<file path="src/rtl/wallace_pkg.sv">
// wallace_pkg: sizing helpers and Baugh-Wooley constants shared by the Wallace multiplier
package wallace_pkg;

    localparam int MAX_W = 32;

    function automatic int rows_at(input int n, input int l);
        int r;
        r = n;
        for (int i = 0; i < l; i++) if (r > 2) r = 2 * (r / 3) + r % 3;
        return r;
    endfunction

    function automatic int red_levels(input int n);
        int r;
        int l;
        r = n;
        l = 0;
        while (r > 2) begin
            r = 2 * (r / 3) + r % 3;
            l++;
        end
        return l;
    endfunction

    // Signed-mode correction row: ones at bit w and bit 2w-1
    function automatic logic [2*MAX_W-1:0] bw_corr(input int w);
        return (64'd1 << w) | (64'd1 << (2 * w - 1));
    endfunction

endpackage

</file>
<file path="src/rtl/csa_row.sv">
// csa_row: row of full adders compressing three rows into a sum row and a pre-shifted carry row
module csa_row #(
    parameter int W = 16
) (
    input  logic [W-1:0] x_i,
    input  logic [W-1:0] y_i,
    input  logic [W-1:0] z_i,
    output logic [W-1:0] s_o,
    output logic [W-1:0] c_o
);
    assign s_o = x_i ^ y_i ^ z_i;
    assign c_o = (x_i & y_i | x_i & z_i | y_i & z_i) << 1;
endmodule

</file>
<file path="src/rtl/wallace_mult_pipe.sv">
// wallace_mult_pipe: three-stage Wallace-tree multiplier, unsigned or Baugh-Wooley signed per operation
module wallace_mult_pipe
    import wallace_pkg::*;
#(
    parameter int WIDTH = 8,
    parameter int TAG_W = 4
) (
    input  logic                 clk,
    input  logic                 rst,
    input  logic                 in_valid,
    output logic                 in_ready,
    input  logic [WIDTH-1:0]     in_a,
    input  logic [WIDTH-1:0]     in_b,
    input  logic                 in_signed,
    input  logic [TAG_W-1:0]     in_tag,
    output logic                 out_valid,
    input  logic                 out_ready,
    output logic [2*WIDTH-1:0]   out_p,
    output logic [TAG_W-1:0]     out_tag
);
    localparam int PW = 2 * WIDTH;
    localparam int NR = WIDTH + 1;
    localparam int LV = red_levels(NR);
    localparam logic [WIDTH-1:0] MSB = WIDTH'(1) << (WIDTH - 1);
    localparam logic [PW-1:0] CORR = PW'(bw_corr(WIDTH));

    logic s1_v_q, s2_v_q, s3_v_q, sg_q, stall;
    logic [WIDTH-1:0] a_q, b_q;
    logic [TAG_W-1:0] tag1_q, tag2_q, tag3_q;
    logic [PW-1:0] sum_d, car_d, sum_q, car_q, p_d, p_q;

    assign stall = s3_v_q && !out_ready;
    assign in_ready = !stall;
    assign out_valid = s3_v_q;
    assign out_p = p_q;
    assign out_tag = tag3_q;

    for (genvar l = 0; l <= LV; l++) begin : lv
        localparam int N = rows_at(NR, l);
        logic [PW-1:0] r [N];
        if (l == 0) begin : g0
            for (genvar k = 0; k < WIDTH; k++) begin : p
                localparam logic [WIDTH-1:0] INV = (k == WIDTH - 1) ? ~MSB : MSB;
                assign r[k] = PW'((a_q & {WIDTH{b_q[k]}}) ^ (sg_q ? INV : '0)) << k;
            end
            assign r[WIDTH] = sg_q ? CORR : '0;
        end else begin : gn
            localparam int M = rows_at(NR, l - 1);
            localparam int G = M / 3;
            for (genvar g = 0; g < G; g++) begin : c
                csa_row #(.W(PW)) u_csa (
                    .x_i(lv[l-1].r[3*g]),
                    .y_i(lv[l-1].r[3*g+1]),
                    .z_i(lv[l-1].r[3*g+2]),
                    .s_o(r[2*g]),
                    .c_o(r[2*g+1])
                );
            end
            for (genvar k = 0; k < M % 3; k++) begin : t
                assign r[2*G+k] = lv[l-1].r[3*G+k];
            end
        end
    end

    assign sum_d = lv[LV].r[0];
    assign car_d = lv[LV].r[1];
    assign p_d = sum_q + car_q;

    // Pipeline registers: the whole pipe advances together unless the output is stalled
    always_ff @(posedge clk) begin
        if (rst) begin
            s1_v_q <= 1'b0;
            s2_v_q <= 1'b0;
            s3_v_q <= 1'b0;
            p_q <= '0;
            tag3_q <= '0;
        end else if (!stall) begin
            s1_v_q <= in_valid;
            a_q <= in_a;
            b_q <= in_b;
            sg_q <= in_signed;
            tag1_q <= in_tag;
            s2_v_q <= s1_v_q;
            sum_q <= sum_d;
            car_q <= car_d;
            tag2_q <= tag1_q;
            s3_v_q <= s2_v_q;
            p_q <= p_d;
            tag3_q <= tag2_q;
        end
    end
endmodule

</file>
<file path="config.mk">
export PLATFORM = sky130hd
export DESIGN_NAME = wallace_mult_pipe
export DESIGN_NICKNAME = d
export VERILOG_FILES = /design/src/rtl/wallace_pkg.sv /design/src/rtl/csa_row.sv /design/src/rtl/wallace_mult_pipe.sv
export SDC_FILE = /design/constraint.sdc
export NUM_CORES = 1
export LEC_CHECK = 0
export CAP_MARGIN = 10
export CORE_AREA = 2 2 98 100
export CTS_CLUSTER_DIAMETER = 50
export DETAILED_ROUTE_END_ITERATION = 10
export DIE_AREA = 0 0 100 102
export MAX_ROUTING_LAYER = met4
export PLACE_DENSITY_LB_ADDON = 0.12
export SKIP_CTS_REPAIR_TIMING = 1
export SLEW_MARGIN = 20
export SYNTH_ARGS = -nofsm -noshare
export SYNTH_HDL_FRONTEND = slang
export SYNTH_SLANG_ARGS = --single-unit
</file>
<file path="constraint.sdc">
create_clock -name clk -period 9.9 [get_ports clk]
set_clock_uncertainty 0.15 [all_clocks]
set_input_delay 1.98 -clock clk [delete_from_list [all_inputs] [get_ports clk]]
set_output_delay 1.98 -clock clk [all_outputs]
set_load 0.01 [all_outputs]
</file>
==> run metrics <==
status=finished, final reports clean; Worst EP required=between 7000 and 8000 ps; vias in the first global route=2962; TritonCTS Buffers=9; synthesized area=roughly 0.0045 sq mm; Reg clk slew, reported paths=~80 ps; leakage power=between 0.002 and 0.0025 uW; Boundary Pins=47; Via-to-Cell Ratio=slightly above 5; Yosys cell types=33; final hold slack=about 270 ps; Clk Latency, worst-skew pair=350 ps; Clock Power Share=between 20% and 30%; Tmin final=6000 ps; root buffer cell=clkbuf_8; drt total wl=around 7300 microns; design area=0.00528 sq mm; Mapped Avg Cell Area=between 10 and 15 sq um; DR WL/cell=approximately 13 microns; TNS Setup=0 ps; GR Util met1=about a fifth; # DRC=0; busiest grt layer=met2; Max VDD drop=between 70 and 80 uV; gr ovfl total=0; total iterations of the first detailed-routing run=4; Inst Count DP=544; fin nets=540; # setup viols final=0; Overall Global Routing Usage=between 10% and 20%; IO Port Bufs=46; leading cell type in the layout, fill and taps excluded=nand2_1; 1st-iter DRT viols=57; die area=0.0102 sq mm; CTS tree=done; Core Rows=35; die width=approximately 100 microns; CP Data Arrival Time=between 3000 and 4000 ps; pwr/cell area=201 mW/mm^2; GP Congestion=just under 0.9; Die Y-Extent=around 100 microns; Final HPWL DP=roughly 5600 microns; total core area=slightly above 0.009 sq mm; net switching power=roughly 340 uW; sequential share of power=41.8%; YS warnings=0; H-tree levels=3; antenna violations before repair=0; layout overhead on the synthesized area=17.5%; worst slew pin tran=approximately 970 ps; RSZ-0062 raised after global routing=false; sw frac=around 32%; Final period util=about three fifths; Fmax=roughly 170 MHz; max cap viols=0; Slew headroom=a little over a third; critical path class=input pin to output pin; Final Hold Viols=0; clk buf depth=2; pin count of the biggest net entering global routing=53; Pint=slightly above 700 uW; Seq cells post-synth=75; final core occ=just under 60%; Startpoint Class=input pin; crit path capture type=output pin; # diodes=0; register area share after synthesis=between 40 and 50%; FILL cells=between 700 and 800; vias post-DR=2846; HP Class=register to register; first-pass GRT wire length=approximately 13000 microns; Max Transition Viols Final=0; Final ANT Viol Nets=0; met2 global-route usage=between 20% and 30%; combinational share of power=between 30 and 40%; final non-filler cell total=560; Initial Util=about half; Post-Synthesis Net Count=~500; Clock Sinks=between 70 and 80; fraction of layout instances using a drive strength above 1=4.68%; critical path peak fanout=31; dpl cell area=0.00507 sq mm; Synth Instances=a little under 400; GR Util met3=under 10%; most frequent cells in the layout=nand2_1, edfxtp_1, clkdlybuf4s50_1
[power groups by stage]
stage / Sequential [uW] / Clock (uW) / Combinational (uW)
final: 443 / 238 / 380
after floorplan: 451 / 0 / 261
after global routing: 450 / 258 / 443
after global placement: 449 / 0 / 372
after detailed placement: 451 / 0 / 383
after CTS: 444 / 247 / 386
[kinds of logic (layout without fill, tap and decap cells)]
| family | Yosys count | after routing | synth area share [%] |
|---|---|---|---|
| AND/OR/NAND/NOR | 128 | 128 | 13.7 |
| XOR/XNOR | 17 | 17 | 3.32 |
| flip-flops | 75 | 75 | 45.1 |
| AO/OA/AOI/OAI | 45 | 45 | 6.11 |
| multiplexers | 4 | 4 | 0.892 |
| buffers and inverters | 57 | 109 | 4.77 |
| adder cells (fa/ha/maj) | 71 | 71 | 26.2 |
[path summary, 6_finish.rpt]
| path | from | slack [ps] | endpoint | depth (start not counted) |
|---|---|---|---|---|
| setup / recovery | out_ready | 3900 | in_ready | 5 |
| hold / removal | tag1_q[1] | 270 | tag2_q[1] | 0 |
| setup reg to reg | sg_q | 6440 | sum_q[7] | 6 |
| hold reg to reg | tag1_q[1] | 270 | tag2_q[1] | 0 |
[registers in the layout, summed over array words and instances, names as in the netlist]
name and cells:
a_q 8, b_q 8, car_q 11, out_p 16, out_tag 4, out_valid 1, s1_v_q 1, s2_v_q 1
sg_q 1, sum_q 16, tag1_q 4, tag2_q 4
[worst max-delay path: stages]
cell	delay, ps
clkdlybuf4s50_1	480
nor2b_2	40
buf_4	230
inv_1	490
clkdlybuf4s50_1	650
[area by class of cell]
cell class	count	area (sq um)	area share, %
clock buffers	12	178	3.37
clock inverters	4	30.0	0.569
inverters	45	169	3.20
multi-input cells	265	2260	42.9
flip-flops and latches	75	2020	38.3
well taps	111	139	2.63
repair buffers	48	475	9.01
[routing by layer]
layer	vias up	share of wire, %
met2	51	48
met5	-	0
met3	7	3.8
li1	1406	-
met4	0	0.81
met1	1382	47
[per-stage QoR]
stage | worst slack, ps | power [uW]
finish | 3900 | 1060
global placement | 3910 | 821
floorplan | 4660 | 712
CTS | 3860 | 1080
detailed placement | 3870 | 834
global route | 3730 | 1150
[synthesized netlist by cell type, drive strengths merged]
| library cell | number | area (sq um) |
|---|---|---|
| nand2 | 62 | 233 |
| edfxtp | 52 | 1560 |
| inv | 45 | 169 |
| fa | 38 | 761 |
| and2 | 33 | 206 |
| ha | 33 | 413 |
| dfxtp | 23 | 460 |
| a21oi | 20 | 100 |
| nor2 | 16 | 60.1 |
| xnor2 | 12 | 105 |
| clkbuf | 10 | 37.5 |
| o21ai | 10 | 50.1 |
| a211oi | 5 | 37.5 |
| nor3 | 5 | 25.0 |
| xor2 | 5 | 43.8 |
| mux2i | 4 | 40.0 |
| a32oi | 2 | 17.5 |
| and3 | 2 | 12.5 |
| buf | 2 | 7.51 |
| nor2b | 2 | 20.0 |
| nor4b | 2 | 17.5 |
| o2111ai | 2 | 17.5 |
| o31a | 2 | 17.5 |
| or3 | 2 | 12.5 |
| a21o | 1 | 7.51 |
| a311o | 1 | 10.0 |
| a311oi | 1 | 8.76 |
| and2b | 1 | 8.76 |
| and3b | 1 | 8.76 |
| nand3 | 1 | 5.00 |
| nand4 | 1 | 6.26 |
| o21a | 1 | 7.51 |
Note: power is estimated with default switching activity, not from simulation.
